==> src/rtl/lfsr_pkg.sv <==
// Shared types and constants for the LFSR keystream sequencer.
package lfsr_pkg;
    localparam int LFSR_W = 8;
    localparam logic [LFSR_W-1:0] LFSR_SAFE_SEED = 8'h01;

    typedef enum logic [2:0] {
        IDLE,
        LOAD,
        WARMUP,
        RUN,
        DRAIN
    } ctrl_state_t;
endpackage

==> src/rtl/lfsr_stream_ctrl.sv <==
// Sequencer for an 8-bit LFSR keystream: seeding, warm-up stepping, byte XOR, message framing.
// Optional macro KS_STUCK_DETECT_EN adds a sticky ks_stuck flag that stalls input while set.
module lfsr_stream_ctrl
    import lfsr_pkg::*;
#(
    parameter int WARMUP_CYCLES = 4,
    parameter int LEN_W         = 16
) (
    input  logic              clk,
    input  logic              rst,
    input  logic              cfg_start,
    input  logic [LFSR_W-1:0] cfg_seed,
    input  logic [LEN_W-1:0]  cfg_len,
    input  logic              in_valid,
    input  logic [LFSR_W-1:0] in_data,
    output logic              in_ready,
    output logic              out_valid,
    output logic [LFSR_W-1:0] out_data,
    input  logic              out_ready,
    output logic [LFSR_W-1:0] lfsr_seed,
    output logic              lfsr_load,
    output logic              lfsr_enable,
    input  logic [LFSR_W-1:0] keystream,
    output logic              busy,
`ifdef KS_STUCK_DETECT_EN
    output logic              ks_stuck,
`endif
    output logic              done
);
    localparam int WU_W = (WARMUP_CYCLES < 2) ? 1 : $clog2(WARMUP_CYCLES);
    localparam logic [WU_W-1:0] WU_LAST = WU_W'((WARMUP_CYCLES > 0) ? WARMUP_CYCLES - 1 : 0);

    ctrl_state_t       r_state;
    ctrl_state_t       w_next;
    logic [LFSR_W-1:0] r_seed;
    logic [LEN_W-1:0]  r_len;
    logic [LEN_W-1:0]  r_cnt;
    logic [WU_W-1:0]   r_wu_cnt;
    logic              r_out_vld;
    logic [LFSR_W-1:0] r_out_dat;
    logic              r_done;
    logic              w_accept;
    logic              w_run_rdy;
    logic              w_last;

`ifdef KS_STUCK_DETECT_EN
    logic              r_stuck;
    logic              r_en_d;
    logic [LFSR_W-1:0] r_ks_prev;

    // Compare the keystream the cycle after each advance against its pre-advance value.
    always_ff @(posedge clk or posedge rst) begin
        if (rst) begin
            r_stuck   <= 1'b0;
            r_en_d    <= 1'b0;
            r_ks_prev <= '0;
        end else begin
            r_en_d <= lfsr_enable;
            if (lfsr_enable)
                r_ks_prev <= keystream;
            if (cfg_start)
                r_stuck <= 1'b0;
            else if (r_en_d && (keystream == r_ks_prev || keystream == '0))
                r_stuck <= 1'b1;
        end
    end

    assign ks_stuck  = r_stuck;
    assign w_run_rdy = (!r_out_vld || out_ready) && !r_stuck;
`else
    assign w_run_rdy = !r_out_vld || out_ready;
`endif

    // Counter never exceeds len-1, so len = 2^LEN_W-1 completes without wrap.
    assign w_last = (LEN_W'(r_cnt + 1'b1) == r_len);

    always_ff @(posedge clk or posedge rst) begin
        if (rst)
            r_state <= IDLE;
        else
            r_state <= w_next;
    end

    always_comb begin
        w_next      = r_state;
        in_ready    = 1'b0;
        lfsr_load   = 1'b0;
        lfsr_enable = 1'b0;
        w_accept    = 1'b0;
        case (r_state)
            IDLE: begin
                if (cfg_start)
                    w_next = LOAD;
            end
            LOAD: begin
                lfsr_load = 1'b1;
                if (r_len == '0)
                    w_next = DRAIN;
                else if (WARMUP_CYCLES > 0)
                    w_next = WARMUP;
                else
                    w_next = RUN;
            end
            WARMUP: begin
                lfsr_enable = 1'b1;
                if (r_wu_cnt == WU_LAST)
                    w_next = RUN;
            end
            RUN: begin
                in_ready    = w_run_rdy;
                w_accept    = in_valid && w_run_rdy;
                lfsr_enable = w_accept;
                if (w_accept && w_last)
                    w_next = DRAIN;
            end
            DRAIN: begin
                if (!r_out_vld || out_ready)
                    w_next = IDLE;
            end
            default: w_next = IDLE;
        endcase
    end

    always_ff @(posedge clk or posedge rst) begin
        if (rst) begin
            r_seed    <= '0;
            r_len     <= '0;
            r_cnt     <= '0;
            r_wu_cnt  <= '0;
            r_out_vld <= 1'b0;
            r_out_dat <= '0;
            r_done    <= 1'b0;
        end else begin
            r_done <= 1'b0;
            case (r_state)
                IDLE: begin
                    if (cfg_start) begin
                        r_seed   <= (cfg_seed == '0) ? LFSR_SAFE_SEED : cfg_seed;
                        r_len    <= cfg_len;
                        r_cnt    <= '0;
                        r_wu_cnt <= '0;
                    end
                end
                WARMUP: r_wu_cnt <= r_wu_cnt + 1'b1;
                RUN: begin
                    if (w_accept) begin
                        r_out_vld <= 1'b1;
                        r_out_dat <= in_data ^ keystream;
                        r_cnt     <= r_cnt + 1'b1;
                    end else if (out_ready) begin
                        r_out_vld <= 1'b0;
                    end
                end
                DRAIN: begin
                    if (!r_out_vld || out_ready) begin
                        r_out_vld <= 1'b0;
                        r_done    <= 1'b1;
                    end
                end
                default: ;
            endcase
        end
    end

    assign out_valid = r_out_vld;
    assign out_data  = r_out_dat;
    assign lfsr_seed = r_seed;
    assign busy      = (r_state != IDLE);
    assign done      = r_done;
endmodule

==> config.mk <==
export PLATFORM = sky130hd
export DESIGN_NAME = lfsr_stream_ctrl
export DESIGN_NICKNAME = d
export VERILOG_FILES = /design/src/rtl/lfsr_pkg.sv /design/src/rtl/lfsr_stream_ctrl.sv
export SDC_FILE = /design/constraint.sdc
export NUM_CORES = 1
export LEC_CHECK = 0
export ABC_CLOCK_PERIOD_IN_PS = 2650
export CORE_MARGIN = 1.5
export CORE_UTILIZATION = 50
export CTS_CLUSTER_DIAMETER = 80
export CTS_CLUSTER_SIZE = 16
export DETAILED_ROUTE_END_ITERATION = 6
export PLACE_DENSITY = 0.91
export SLEW_MARGIN = 15
export SYNTH_ARGS = -nofsm -noshare
export SYNTH_HDL_FRONTEND = slang
export SYNTH_SLANG_ARGS = --single-unit
==> constraint.sdc <==
create_clock -name clk -period 2.65 [get_ports clk]
set_input_delay 0.3975 -clock clk [delete_from_list [all_inputs] [get_ports clk]]
set_output_delay 0.3975 -clock clk [all_outputs]
set_load 0.02 [all_outputs]
==> impl_metrics.prom <==
# TYPE chip_impl_metric gauge
chip_impl_info{name="status",value="complete, no violations"} 1
chip_impl_metric{name="cpPeakStageDelay",unit="ps"} 610
chip_impl_info{name="critPathKind",value="in2out"} 1
chip_impl_metric{name="grt_util_met2",unit=""} 0.372
chip_impl_metric{name="totalWireLength",unit="µm"} 7000
chip_impl_metric{name="yosys_warnings",unit=""} 0
chip_impl_metric{name="post_cts_hold_buffer_count",unit=""} 0
chip_impl_metric{name="setup_viol",unit=""} 0
chip_impl_metric{name="fin_total_pwr",unit="mW"} 2.57
chip_impl_metric{name="antenna_cells_inserted",unit=""} 0
chip_impl_metric{name="die-area",unit="µm²"} 6380
chip_impl_metric{name="place_area",unit="µm²"} 3680
chip_impl_metric{name="ys_async_sr_fraction",unit=""} 1.00
chip_impl_metric{name="final_min_period_over_clock_period",unit=""} 0.907
chip_impl_metric{name="critical_path_arrival",unit="ps"} 2010
chip_impl_metric{name="syn-cell-area",unit="µm²"} 2960
chip_impl_metric{name="slew_violations",unit=""} 0
chip_impl_info{name="cts.root.buffer_cell",value="clkbuf_8"} 1
chip_impl_metric{name="ant_nets",unit=""} 0
chip_impl_metric{name="first_pass_grt_wire_length",unit="µm"} 11800
chip_impl_metric{name="use_met3",unit=""} 0.0640
chip_impl_metric{name="htree_levels",unit=""} 2
chip_impl_metric{name="critical_path_required",unit="ps"} 2250
chip_impl_metric{name="clock_skew",unit="ps"} 3.24
chip_impl_info{name="synth.top_cells.by_area",value="dfrtp_1, mux2_2, xnor2_1"} 1
chip_impl_metric{name="maximum_net_fanout_on_the_critical_path",unit=""} 5
chip_impl_metric{name="dp_hpwl",unit="µm"} 5230
chip_impl_info{name="worstHoldPathType",value="in2async"} 1
chip_impl_metric{name="post_drt_via_cell_ratio",unit=""} 5.88
chip_impl_info{name="crit_path_top_delay_cell",value="clkdlybuf4s50_1"} 1
chip_impl_metric{name="detail_route.first_pass.iterations",unit=""} 4
chip_impl_metric{name="grt_max_degree",unit=""} 37
chip_impl_metric{name="placed_cells",unit=""} 418
chip_impl_metric{name="syn2layout_area_growth",unit="%"} 29.1
chip_impl_metric{name="boundaryPins",unit=""} 67
chip_impl_metric{name="synth_top_area_share",unit=""} 0.466
chip_impl_info{name="synth.most_common_cell",value="dfrtp_1"} 1
chip_impl_metric{name="route.vias.total",unit=""} 2506
chip_impl_metric{name="gpl.final_weighted_congestion",unit=""} 0.903
chip_impl_info{name="synth_top_cell_by_area",value="dfrtp_1"} 1
chip_impl_metric{name="fmax",unit="GHz"} 0.416
chip_impl_metric{name="vias_in_the_first_global_route",unit=""} 2510
chip_impl_info{name="crit_chain",value="clkdlybuf4s50_1 -> nand2b_1 -> nand2_1 -> a21oi_1 -> clkdlybuf4s50_1"} 1
chip_impl_metric{name="synth_cell_type_count",unit=""} 46
chip_impl_metric{name="synthesized_area_divided_by_synthesized_cell_count",unit="µm²"} 10.2
chip_impl_metric{name="first_iter_violations",unit=""} 165
chip_impl_metric{name="die_height",unit="µm"} 79.9
chip_impl_metric{name="cts-resized-gates",unit=""} 0
chip_impl_metric{name="layout-drive-gt1-share",unit=""} 0.119
chip_impl_metric{name="power.static_leakage",unit="nW"} 1.58
chip_impl_metric{name="synth_seq_area_share",unit=""} 0.466
chip_impl_metric{name="global_route.usage.met1",unit=""} 0.311
chip_impl_info{name="rsz0062_at_grt",value="no"} 1
chip_impl_metric{name="clock_insertion_delay_worst_skew",unit="ps"} 310
chip_impl_info{name="worst_setup_path_end_kind",value="output port"} 1
chip_impl_metric{name="chip_width",unit="µm"} 79.9
chip_impl_metric{name="tightest_slew",unit="ps"} 916
chip_impl_metric{name="routedWlPerCell",unit="µm"} 16.4
chip_impl_metric{name="timing.final.ws_setup",unit="ps"} 246
chip_impl_info{name="start_kind",value="primary input"} 1
chip_impl_info{name="crit-reg2reg-launch",value="r_cnt[0]"} 1
chip_impl_metric{name="nets",unit=""} 400
chip_impl_metric{name="cap_viol_max_count",unit=""} 0
chip_impl_metric{name="stdcell_area",unit="µm²"} 3810
chip_impl_metric{name="floorplan.initialDensity",unit=""} 0.527
chip_impl_metric{name="number_of_cts_inserted_buffers",unit=""} 5
chip_impl_metric{name="post_layout_nonfiller_instances",unit=""} 426
chip_impl_info{name="netlist_top_cells_count",value="dfrtp_1, o21ai_0, mux2_2, xnor2_1, nand2_1"} 1
chip_impl_metric{name="post_place_worst_slack",unit="ps"} 123
chip_impl_metric{name="worst_slew_margin_rel",unit=""} 0.387
chip_impl_metric{name="timing.setup.tns",unit="ps"} 0
chip_impl_metric{name="clock_sinks",unit=""} 55
chip_impl_metric{name="gr-total-overflow",unit=""} 0
chip_impl_info{name="most_crowded_layer_after_global_routing",value="met2"} 1
chip_impl_metric{name="hold-worst-slack",unit="ps"} 438
chip_impl_metric{name="clock_path_buffers",unit=""} 2
chip_impl_metric{name="number_of_antenna_violations_at_the_first_check_in_global_routing",unit=""} 0
chip_impl_metric{name="clkSlewWorstSetupHoldPaths",unit="ps"} 90
chip_impl_metric{name="ys_ff_latch",unit=""} 55
chip_impl_info{name="crit_start",value="out_ready"} 1
chip_impl_metric{name="netlist_instances",unit=""} 291
chip_impl_info{name="dominant_cell_type_by_count_on_the_critical_path",value="clkdlybuf4s50_1"} 1
chip_impl_metric{name="cts_post_setup_buffers_inserted",unit=""} 0
chip_impl_metric{name="utilization",unit=""} 0.680
chip_impl_metric{name="core_region_area",unit="µm²"} 5610
chip_impl_info{name="tritoncts_clock_tree",value="yes"} 1
chip_impl_metric{name="globalRouteTotalUtil",unit=""} 0.238
chip_impl_metric{name="drcViolationCount",unit=""} 0
chip_impl_metric{name="synth_nets",unit=""} 338
chip_impl_metric{name="floorplan.rows",unit=""} 27
chip_impl_info{name="synthFlopType",value="dfrtp_1"} 1
chip_impl_metric{name="endpoints_failing_hold",unit=""} 0
chip_impl_metric{name="period_minus_slack",unit="ps"} 2400
chip_impl_metric{name="worst_ir_drop_vdd",unit="µV"} 427
chip_impl_metric{name="buffer_ports.inserted",unit=""} 66
chip_impl_metric{name="pwr_density_cell",unit="nW/µm²"} 674
chip_impl_metric{name="synth_enable_flop_cells",unit=""} 0
==> routing by layer <==
layer | vias to the layer above | wire, µm
li1 | 1166 | -
met1 | 1220 | 2870
met2 | 102 | 3440
met3 | 18 | 512
met4 | 0 | 178
met5 | - | 0
==> path summary, 6_finish.rpt <==
path / slack (ps) / endpoint / cells past startpoint
worst max register to register: 290 / r_state[0] / 7
worst max-delay path: 250 / lfsr_enable / 5
min in group clk: 480 / out_data[0] / 2
max in group asynchronous: 1670 / r_len[7] / 3
worst min-delay path: 440 / out_data[1] / 2
worst min register to register: 480 / out_data[0] / 2
==> where the power goes <==
group	internal [mW]	switching [mW]
clock network	0.378	0.271
registers	0.969	0.130
logic	0.391	0.432
total	1.74	0.832
==> cells in the final DEF, fill, tap and decap left out, drive strengths merged, types with 3 or more instances in the layout <==
master,Yosys,routed
clkdlybuf4s50,0,66
dfrtp,55,55
o21ai,30,30
xnor2,23,23
mux2,23,23
nand2,21,21
nor2,21,21
a21oi,9,9
nand3,9,9
xor2,8,8
and2,7,7
o31ai,7,7
nor4,7,7
nand4,6,6
clkbuf,10,6
nand2b,5,5
and4,5,5
buf,6,5
and3,3,3
nand3b,3,3
a211oi,3,3
nor2b,3,3
inv,3,3
==> layout make-up <==
cell class | count | area (µm²)
clock buffer | 6 | 72.6
clock inverter | 2 | 60.1
fill | 460 | 1790
inverter | 3 | 11.3
multi-input combinational | 217 | 1490
sequential | 55 | 1380
tap | 72 | 90.1
timing repair buffer | 71 | 711
==> cell families after synthesis <==
kind of cell	share of synthesized area
AND/OR/NAND/NOR	0.182
flip-flops	0.466
AO/OA/AOI/OAI	0.129
buffers and inverters	0.0288
XOR/XNOR	0.0919
multiplexers	0.0944
adder cells (fa/ha/maj)	0.00847
==> flip-flops by register name, indices dropped and copies added, names as in the netlist <==
name       cells
r_cnt         16
r_len         16
r_wu_cnt       2
done           1
lfsr_seed      8
out_data       8
out_valid      1
r_state        3
==> critical path, delay by kind of cell <==
kind,cells,cell delay [ps]
buffers and inverters,2,1110
AOI/OAI and AO/OA,1,170
and+or+nand+nor,2,330
Note: power is estimated with default switching activity, not from simulation.
